[config.mk]
export PLATFORM = sky130hd
export DESIGN_NAME = wb_reg_bank
export DESIGN_NICKNAME = d
export VERILOG_FILES = /design/src/rtl/wfd_regs_pkg.sv /design/src/rtl/wb_uptime_cnt.sv /design/src/rtl/wb_reg_bank.sv
export SDC_FILE = /design/constraint.sdc
export NUM_CORES = 1
export LEC_CHECK = 0
export ABC_AREA = 1
export CORE_MARGIN = 2
export CORE_UTILIZATION = 46
export CTS_BUF_LIST = sky130_fd_sc_hd__clkbuf_2
export DETAILED_ROUTE_END_ITERATION = 8
export HOLD_SLACK_MARGIN = 0.03
export PLACE_DENSITY = 0.72
export REMOVE_ABC_BUFFERS = 1
export SLEW_MARGIN = 10
export SYNTH_ARGS = -nofsm -noshare
export SYNTH_HDL_FRONTEND = slang
export SYNTH_HIERARCHICAL = 1
export SYNTH_SLANG_ARGS = --single-unit
[constraint.sdc]
create_clock -name clk_i -period 37.1 [get_ports clk_i]
set_input_delay 7.42 -clock clk_i [delete_from_list [all_inputs] [get_ports clk_i]]
set_output_delay 7.42 -clock clk_i [all_outputs]
set_load 0.03 [all_outputs]
[src/rtl/wfd_regs_pkg.sv]
// ---------------------------------------------------------------------------
// wfd_regs_pkg
// Shared definitions for the Wishbone register bank: word-register index map,
// default register count / board ID, and a byte-enable expansion helper.
// ---------------------------------------------------------------------------
package wfd_regs_pkg;

    localparam int          NREGS    = 16;
    localparam logic [31:0] BOARD_ID = 32'h0125_0001;

    // Word register map (index = wb_adr_i[3:0])
    localparam logic [3:0] REG_ID     = 4'd0;
    localparam logic [3:0] REG_CSR    = 4'd1;
    localparam logic [3:0] REG_PULSE  = 4'd2;
    localparam logic [3:0] REG_CNT_LO = 4'd3;
    localparam logic [3:0] REG_CNT_HI = 4'd4;
    localparam logic [3:0] REG_STAT0  = 4'd5;
    localparam logic [3:0] REG_STAT1  = 4'd6;
    localparam logic [3:0] REG_STAT2  = 4'd7;
    localparam logic [3:0] REG_CFG0   = 4'd8;
    localparam logic [3:0] REG_CFG1   = 4'd9;
    localparam logic [3:0] REG_CFG2   = 4'd10;
    localparam logic [3:0] REG_CFG3   = 4'd11;
    localparam logic [3:0] REG_CFG4   = 4'd12;
    localparam logic [3:0] REG_CFG5   = 4'd13;
    localparam logic [3:0] REG_CFG6   = 4'd14;
    localparam logic [3:0] REG_CFG7   = 4'd15;

    localparam int NCFG  = 8;
    localparam int NSTAT = 3;

    // Expand 4 byte enables into a 32-bit bit mask.
    function automatic logic [31:0] byte_mask(input logic [3:0] sel);
        return {{8{sel[3]}}, {8{sel[2]}}, {8{sel[1]}}, {8{sel[0]}}};
    endfunction

endpackage

[src/rtl/wb_uptime_cnt.sv]
// ---------------------------------------------------------------------------
// wb_uptime_cnt
// Free-running 48-bit uptime counter with a 16-bit shadow of the upper bits.
// The shadow is captured when latch_i is high so a LO read followed by a HI
// read always returns a coherent 48-bit value, even across a carry.
// Ports:
//   clk_i    clock
//   rst_i    asynchronous active-high reset (counter -> INIT, shadow -> 0)
//   latch_i  capture cnt[47:32] into the shadow at this clock edge
//   cnt_o    current counter value
//   hi_o     shadowed upper 16 bits
// ---------------------------------------------------------------------------
module wb_uptime_cnt #(
    parameter logic [47:0] INIT = 48'h0
) (
    input  logic        clk_i,
    input  logic        rst_i,
    input  logic        latch_i,
    output logic [47:0] cnt_o,
    output logic [15:0] hi_o
);

    logic [47:0] cnt_q, cnt_d;
    logic [15:0] hi_q, hi_d;

    always_comb begin
        cnt_d = cnt_q + 48'd1;   // wraps 2^48-1 -> 0 naturally
        hi_d  = latch_i ? cnt_q[47:32] : hi_q;
    end

    always_ff @(posedge clk_i or posedge rst_i) begin
        if (rst_i) begin
            cnt_q <= INIT;
            hi_q  <= 16'h0;
        end else begin
            cnt_q <= cnt_d;
            hi_q  <= hi_d;
        end
    end

    assign cnt_o = cnt_q;
    assign hi_o  = hi_q;

endmodule

[src/rtl/wb_reg_bank.sv]
// ---------------------------------------------------------------------------
// wb_reg_bank
// Pipelined Wishbone B4 slave register bank: board ID, CSR, write-1 pulse
// register, 48-bit uptime counter (LO + shadowed HI), three status inputs and
// eight read/write config words. Never stalls; every request is terminated
// with exactly one of ack/err in the following cycle.
// Ports:
//   clk_i, rst_i          clock, asynchronous active-high reset
//   wb_cyc_i/stb_i/we_i   Wishbone request qualifiers
//   wb_adr_i, wb_sel_i    word address, byte enables
//   wb_dat_i, wb_dat_o    write data, read data (valid with ack)
//   wb_ack_o, wb_err_o    terminations; wb_rty_o, wb_stall_o tied 0
//   csr_o                 CSR contents
//   pulse_o               one-cycle pulses from PULSE register writes
//   status_i              status words for regs 5..7 (reg5 = [31:0])
//   cfg_o                 config words regs 8..15 (reg8 = [31:0])
// UPTIME_INIT sets the counter reset value (0 in normal use).
// ---------------------------------------------------------------------------
module wb_reg_bank #(
    parameter int          NREGS       = wfd_regs_pkg::NREGS,
    parameter int          ADR_W       = 30,
    parameter logic [31:0] BOARD_ID    = wfd_regs_pkg::BOARD_ID,
    parameter logic [31:0] CTRL_RST    = 32'h0000_0000,
    parameter logic [47:0] UPTIME_INIT = 48'h0
) (
    input  logic                clk_i,
    input  logic                rst_i,
    input  logic                wb_cyc_i,
    input  logic                wb_stb_i,
    input  logic                wb_we_i,
    input  logic [ADR_W-1:0]    wb_adr_i,
    input  logic [3:0]          wb_sel_i,
    input  logic [31:0]         wb_dat_i,
    output logic [31:0]         wb_dat_o,
    output logic                wb_ack_o,
    output logic                wb_err_o,
    output logic                wb_rty_o,
    output logic                wb_stall_o,
    output logic [31:0]         csr_o,
    output logic [31:0]         pulse_o,
    input  logic [95:0]         status_i,
    output logic [255:0]        cfg_o
);
    import wfd_regs_pkg::*;

    localparam int IDX_W = $clog2(NREGS);

    logic             req;
    logic [3:0]       idx;
    logic             adr_bad;
    logic             is_ro;
    logic             wr_ok;
    logic             rd_ok;
    logic             cnt_latch;
    logic [31:0]      mask;
    logic [31:0]      rd_data;

    logic             ack_q, ack_d;
    logic             err_q, err_d;
    logic [31:0]      dat_q, dat_d;
    logic [31:0]      csr_q, csr_d;
    logic [31:0]      pulse_q, pulse_d;
    logic [31:0]      cfg_q [NCFG];
    logic [31:0]      cfg_d [NCFG];

    logic [47:0]      cnt;
    logic [15:0]      cnt_hi;

    // ---------------- request decode ----------------
    always_comb begin
        req     = wb_cyc_i & wb_stb_i;
        idx     = wb_adr_i[IDX_W-1:0];
        adr_bad = |wb_adr_i[ADR_W-1:IDX_W];
        is_ro   = (idx == REG_ID)     || (idx == REG_CNT_LO) || (idx == REG_CNT_HI) ||
                  (idx == REG_STAT0)  || (idx == REG_STAT1)  || (idx == REG_STAT2);
        err_d   = req & (adr_bad | (wb_we_i & is_ro));
        ack_d   = req & ~err_d;
        wr_ok   = ack_d & wb_we_i;
        rd_ok   = ack_d & ~wb_we_i;
        mask    = byte_mask(wb_sel_i);
        // Reading LO freezes the matching HI half for the following HI read.
        cnt_latch = rd_ok && (idx == REG_CNT_LO);
    end

    // ---------------- read mux ----------------
    always_comb begin
        rd_data = 32'h0;
        case (idx)
            REG_ID:     rd_data = BOARD_ID;
            REG_CSR:    rd_data = csr_q;
            REG_PULSE:  rd_data = 32'h0;
            REG_CNT_LO: rd_data = cnt[31:0];
            REG_CNT_HI: rd_data = {16'h0, cnt_hi};
            REG_STAT0:  rd_data = status_i[31:0];
            REG_STAT1:  rd_data = status_i[63:32];
            REG_STAT2:  rd_data = status_i[95:64];
            default:    rd_data = cfg_q[idx[2:0]];   // 8..15
        endcase
    end

    // ---------------- next-state ----------------
    always_comb begin
        // Read data updates only on an accepted request; idle cycles hold it.
        dat_d   = req ? (rd_ok ? rd_data : 32'h0) : dat_q;
        pulse_d = (wr_ok && (idx == REG_PULSE)) ? (wb_dat_i & mask) : 32'h0;
        csr_d   = (wr_ok && (idx == REG_CSR)) ? ((csr_q & ~mask) | (wb_dat_i & mask)) : csr_q;
        for (int i = 0; i < NCFG; i++) begin
            cfg_d[i] = cfg_q[i];
            if (wr_ok && (idx == (REG_CFG0 + 4'(i)))) begin
                cfg_d[i] = (cfg_q[i] & ~mask) | (wb_dat_i & mask);
            end
        end
    end

    always_ff @(posedge clk_i or posedge rst_i) begin
        if (rst_i) begin
            ack_q   <= 1'b0;
            err_q   <= 1'b0;
            dat_q   <= 32'h0;
            csr_q   <= CTRL_RST;
            pulse_q <= 32'h0;
            for (int i = 0; i < NCFG; i++) begin
                cfg_q[i] <= 32'h0;
            end
        end else begin
            ack_q   <= ack_d;
            err_q   <= err_d;
            dat_q   <= dat_d;
            csr_q   <= csr_d;
            pulse_q <= pulse_d;
            for (int i = 0; i < NCFG; i++) begin
                cfg_q[i] <= cfg_d[i];
            end
        end
    end

    // ---------------- uptime counter ----------------
    wb_uptime_cnt #(
        .INIT (UPTIME_INIT)
    ) u_uptime (
        .clk_i   (clk_i),
        .rst_i   (rst_i),
        .latch_i (cnt_latch),
        .cnt_o   (cnt),
        .hi_o    (cnt_hi)
    );

    // ---------------- outputs ----------------
    assign wb_dat_o   = dat_q;
    assign wb_ack_o   = ack_q;
    assign wb_err_o   = err_q;
    assign wb_rty_o   = 1'b0;
    assign wb_stall_o = 1'b0;
    assign csr_o      = csr_q;
    assign pulse_o    = pulse_q;

    generate
        for (genvar gi = 0; gi < NCFG; gi++) begin : g_cfg_out
            assign cfg_o[32*gi +: 32] = cfg_q[gi];
        end
    endgenerate

endmodule
==> run summary, run 1 <==
Initial core utilization: 0.466
Post-synthesis sequential area ratio: 0.507
R2r worst-path depth: 7
Setup_tns: 0 ps
YS warnings: 6
Routing usage on met3: 0.0927
CTS root buf: clkbuf_2
GPL Wtd Cong: 0.907
Port Buffers: 520
Die Y: 216 µm
Multiplexer share of the synthesized area: 0
Final worst path period share: 0.285
Final setup violation count: 0
Outcome: finished, final reports clean
Final HPWL DP: 57100 µm
Core area: 44200 µm²
Worst hold stages: 2
GRT met1 Usage: 0.460
Die X: 216 µm
Gr ovfl total: 0
Buffers & Inverters on Critical Path: 4
I/O pin count: 523
Fmax: 94.6 MHz
Async SR Flop Fraction: 1.00
Drt first pass iters: 8
Post-synthesis simple-gate area fraction: 0.346
Setup crit end kind: flop
Commonest non-fill, non-tap cell in the layout: nand2_1
Antenna-violating nets left: 0
Share of layout cells above drive strength 1: 0.0856
Crit-path max cell delay: 940 ps
Most used routing layer: met2
Compound-Gate Fraction of Synth Area: 0.0722
Post-CTS Setup Inserts: 0
Critical path type: input port to flop
Worst Path Required: 38120 ps
Avg WL per Cell: 22.8 µm
Main combinational cell family by area after synthesis: simple AND/OR/NAND/NOR gates
Xor/xnor share of the synthesized area: 0.0127
Critical path's slowest cell: nor2_4
Syn_area_per_cell: 8.03 µm²
RSZ-0062 raised after global routing: no
Most frequent cells in the layout: nand2_1 (978), clkdlybuf4s50_1 (516), dfrtp_1 (418)
Rows: 77
Critical path's top delay family: simple AND/OR/NAND/NOR gates
Fillcell total: 3919
Cell Chain, Critical Path: clkdlybuf4s50_1, inv_2, nor2_4, inv_2, nor2_1, inv_1, nor2_4, nand3_1, nand2_1
Post-synth EDFFs: 0
Post-CTS Resized: 0
Largest net degree at the start of global routing: 127
Synthesis-to-finish area growth: 29.9%
Library cells used by synthesis: 34
CTS tree: built
CP arrival: 11590 ps
Setup crit start kind: input port
Layout Nets: 3222
Clock Sinks: 418
Max-slew headroom: 0.105
Main flop type after synthesis: dfrtp_1
Num CTS Buffers: 109
Vias: 21300
Hold buffers post-CTS: 0
Vias in the first global route: 21000
Worst path depth: 9
Max-cap viol count: 0
Worst Max-Slew Pin Slew: 1340 ps
Final max-slew violation count: 0
First-pass GRT wire length: 127000 µm
Cell area after synthesis: 20600 µm²
Clock transition at path regs: 100 ps
Final hold violation count: 0
DIE AREA: 46500 µm²
Adder-cell share of the synthesized area: 0.000607
1st-iter DRT viols: 2491
DR DRC count: 0
Synth Register Bits: 418
WL final: 85400 µm
Tot GR Track Use: 0.361
Fin crit period: 10570 ps
WHS: 489 ps
Worst IR Drop VDD: 0.0259 mV
Cells after Synth: 2570
Leakage power: 12.7 nW
Antenna violations before repair: 19
CTS H-tree depth: 3
Worst Skew: 61.1 ps
Drt via density: 5.67
GR met2 Demand/Resource: 0.555
Power per cell area: 31.9 nW/µm²
Worst hold path type: flop to flop
Worst-skew pair later-pin latency: 1130 ps
Worst-path fanout max: 33
Clock Path Buffers: 3
worst reg2reg max path, cell delays in order, from the launching register on:
cell     delay [ps]
dfrtp_1         520
ha_1            260
nand2_1          80
nor2_2          170
nand2_2         170
nor2_4          270
nand2_1         110
xor2_1          160
path summary, 6_finish.rpt:
path	to	slack, ps	startpoint
max	flop	26530	wb_adr_i[3]
max in group asynchronous	async pin	27620	rst_i
min in group asynchronous	async pin	6960	rst_i
min	wb_dat_o[1]	490	wb_dat_o[1]
max reg2reg	u_uptime/cnt_o[26]	35240	u_uptime/cnt_o[0]
min reg2reg	wb_dat_o[1]	490	wb_dat_o[1]
cell type report:
cell class | instances | area [µm²] | area share
flip-flops and latches | 418 | 10500 | 0.390
repair buffers | 540 | 5340 | 0.199
diodes | 14 | 35.0 | 0.00131
clock buffers | 153 | 766 | 0.0286
well taps | 592 | 741 | 0.0276
inverters | 78 | 300 | 0.0112
multi-input cells | 1907 | 8950 | 0.334
clock inverters | 46 | 209 | 0.00780
synthesized netlist by cell type (19+ instances only):
| cell type | number | area share |
|---|---|---|
| a21oi_1 | 26 | 0.0063 |
| buf_2 | 71 | 0.017 |
| buf_6 | 28 | 0.015 |
| clkbuf_1 | 47 | 0.0086 |
| dfrtp_1 | 418 | 0.51 |
| inv_1 | 69 | 0.013 |
| nand2_1 | 982 | 0.18 |
| nand3_1 | 385 | 0.093 |
| nand3_4 | 20 | 0.017 |
| nand4_1 | 31 | 0.0094 |
| nor2_1 | 153 | 0.028 |
| nor2_4 | 19 | 0.010 |
| o21ai_0 | 94 | 0.023 |
| o22ai_1 | 124 | 0.038 |
| xor2_1 | 20 | 0.0085 |
cell families (layout without fill, tap and decap cells):
logic type / after synthesis / in the layout
buffers and inverters: 246 / 817
adders and majority gates: 1 / 1
xor gates and xnor gates: 30 / 30
AOI/OAI and AO/OA: 259 / 259
other: 1 / 16
DFF: 418 / 418
and+or+nand+nor: 1615 / 1615
routing by layer:
layer  vias to the layer above  share of wire
li1                       9502              -
met1                     10200           0.39
met2                      1271           0.46
met3                       260           0.10
met4                        12          0.053
met5                         -         0.0010
power breakdown:
| group | internal (mW) | switching (mW) |
|---|---|---|
| combinational | 0.0253 | 0.0504 |
| sequential | 0.455 | 0.0000120 |
| clock | 0.120 | 0.204 |
| total | 0.600 | 0.254 |
per-stage QoR:
stage	power [mW]	util	std cells	setup WS [ps]	instance area, µm²
after global placement	0.538	0.583	3535	25690	25800
after CTS	0.856	0.605	3734	26790	26800
after global routing	0.885	0.606	3745	26530	26800
after detailed placement	0.538	0.583	3535	25610	25800
final	0.854	0.606	3748	26530	26800
after floorplan	0.492	-	2403	19860	19700
Power figures use the tool's default switching activity.
==> inputs of run 2 (changes only) <==
- clock period: 37.1 -> 11 ns (I/O delays scaled with it)
==> run 2 against run 1 <==
  * Die area unchanged
  * Total power increased to 3.4 times the previous value
  * Clock skew increased by 68 ps
  * Final cell count decreased by 0.51%
  * First-iteration DRC count decreased by 12%
  * Flip-flop and latch count unchanged
  * Core utilization decreased by 0.10 points
  * Sequential power increased to 3.4 times the previous value
  * Register-to-register slack got worse by 26000 ps
  * Largest power group unchanged
==> run summary, run 2 (synthesis gave the netlist of run 1 again) <==
Outcome: finished, final reports clean
Worst-skew pair later-pin latency: 1170 ps (+40 ps)
Rows: 77 (unchanged)
Clock transition at path regs: 100 ps (about the same)
Worst Path Required: 12030 ps (-26090 ps)
Tot GR Track Use: 0.360 (about the same)
Final core area utilization: 0.605 (-0.00102)
Vias: 21100 (-0.91%)
Num CTS Buffers: 107 (-1.8%)
Final HPWL DP: 56900 µm (-0.35%)
DIE AREA: 46500 µm² (unchanged)
Initial core utilization: 0.466 (unchanged)
Avg WL per Cell: 22.8 µm (+0.11%)
GPL Wtd Cong: 0.910 (+0.32%)
CP arrival: 6330 ps (-5260 ps)
Power per cell area: 108 nW/µm² (+240%)
Post-route design area: 26700 µm² (-0.17%)
Worst hold path type: flop to flop
Leakage power: 12.7 nW (-0.25%)
Setup crit start kind: input port
Final setup violation count: 0 (unchanged)
Port Buffers: 520 (unchanged)
Drt first pass iters: 6 (-2)
Largest net degree at the start of global routing: 141 (+11%)
Final max-slew violation count: 0 (unchanged)
Most frequent cells in the layout: nand2_1 (978), clkdlybuf4s50_1 (516), dfrtp_1 (418)
Placed insts: 3535 (unchanged)
Die X: 216 µm (unchanged)
Reg2reg setup slack: 9140 ps (-26100 ps)
Antenna violations before repair: 19 (unchanged)
Pwr Total: 2.88 mW (+240%)
Antenna-violating nets left: 0 (unchanged)
RSZ-0062 raised after global routing: no
Final hold violation count: 0 (unchanged)
Final worst path period share: 0.482
RR Startpoint: u_uptime/cnt_o[16]
Drt via density: 5.65 (-0.40%)
1st-iter DRT viols: 2195 (-12%)
Worst Max-Slew Pin Slew: 1320 ps (-19.9 ps)
Fin crit period: 5300 ps
Share of layout cells above drive strength 1: 0.0852 (-0.000412)
CTS tree: built
DR DRC count: 0 (unchanged)
Vias in the first global route: 20800 (-0.90%)
Worst Skew: 129 ps (+67.6 ps)
Cell Chain, Critical Path: clkdlybuf4s50_1, inv_2, nor2_4, inv_2, nor2_1, inv_1, nor2_4, nand3_1, nand2_1
Area after DPL: 25800 µm² (unchanged)
Layout Nets: 3220 (-0.062%)
Worst-path fanout max: 33 (unchanged)
I/O pin count: 523 (unchanged)
Die Y: 216 µm (unchanged)
Synthesis-to-finish area growth: 29.7%
Fmax: 189 MHz
Critical path's slowest cell: nor2_4
Gr ovfl total: 0 (unchanged)
Core area: 44200 µm² (unchanged)
Setup crit end kind: flop
Critical path type: input port to flop
Worst IR Drop VDD: 0.0801 mV (+210%)
CTS root buf: clkbuf_2
Clock Path Buffers: 3 (unchanged)
Post-CTS Resized: 0 (unchanged)
Crit-path max cell delay: 930 ps (about the same)
Clock Sinks: 418 (unchanged)
CTS H-tree depth: 3 (unchanged)
WL final: 85100 µm (-0.40%)
Max-slew headroom: 0.118 (+0.0133)
Non-Filler Instances: 3729 (-0.51%)
Post-CTS Setup Inserts: 0 (unchanged)
WHS: 489 ps (+0.914 ps)
First-pass GRT wire length: 127000 µm (-0.25%)
Max-cap viol count: 0 (unchanged)
Hold buffers post-CTS: 0 (unchanged)
Commonest non-fill, non-tap cell in the layout: nand2_1
Min-delay src: wb_dat_o[31]
Crit path from: wb_adr_i[3]
## run 2: cell types whose count changed in the layout (fill, tap and decap cells not counted)
cell,change
bufinv_16,+1
clkbuf_2,+4
clkinv_1,-17
clkinv_2,-6
clkinvlp_4,+1
diode_2,+1
inv_2,-3
## run 2: per-layer routing
layer / up-vias / global-route usage / wire length, µm / share of wire
li1: 9491 / - / - / -
met1: 10100 / 0.457 / 32800 / 0.39
met2: 1221 / 0.560 / 39200 / 0.46
met3: 238 / 0.0971 / 8660 / 0.10
met4: 12 / 0.199 / 4320 / 0.051
met5: - / 0 / 84 / 0.00099
## run 2: worst max-delay path, delay by kind of cell
family / cells / cell delay, ps
simple gates: 5 / 2760
buf+inv: 4 / 1350
## run 2: through the flow
step / setup WS, ps / setup TNS [ps]
floorplan: -1020 / -361160
global placement: 4810 / 0
detailed placement: 4760 / 0
CTS: 5960 / 0
global route: 5610 / 0
finish: 5700 / 0
## run 2: power breakdown
group | leakage (nW) | total [mW] | switching [mW] | internal [mW]
Sequential | 5.83 | 1.54 | 0.0000383 | 1.54
Combinational | 6.15 | 0.255 | 0.170 | 0.0854
Clock | 0.718 | 1.09 | 0.671 | 0.422
Total | 12.7 | 2.88 | 0.841 | 2.04
## run 2: layout make-up
type                            instances  area, µm²
Multi-Input combinational cell       1907       8950
Clock buffer                          157        786
Antenna cell                           15       37.5
Tap cell                              592        741
Timing Repair Buffer                  540       5340
Fill cell                            3986      17500
Clock inverter                         22        141
Inverter                               78        300
Sequential cell                       418      10500
## run 2: final timing paths
check                                endpoint  depth (start not counted)
setup / recovery                         flop                          9
hold / removal                   wb_dat_o[31]                          2
setup reg to reg           u_uptime/cnt_o[31]                          6
hold reg to reg                  wb_dat_o[31]                          2
max in group asynchronous           async pin                          3
min in group asynchronous           async pin                          2
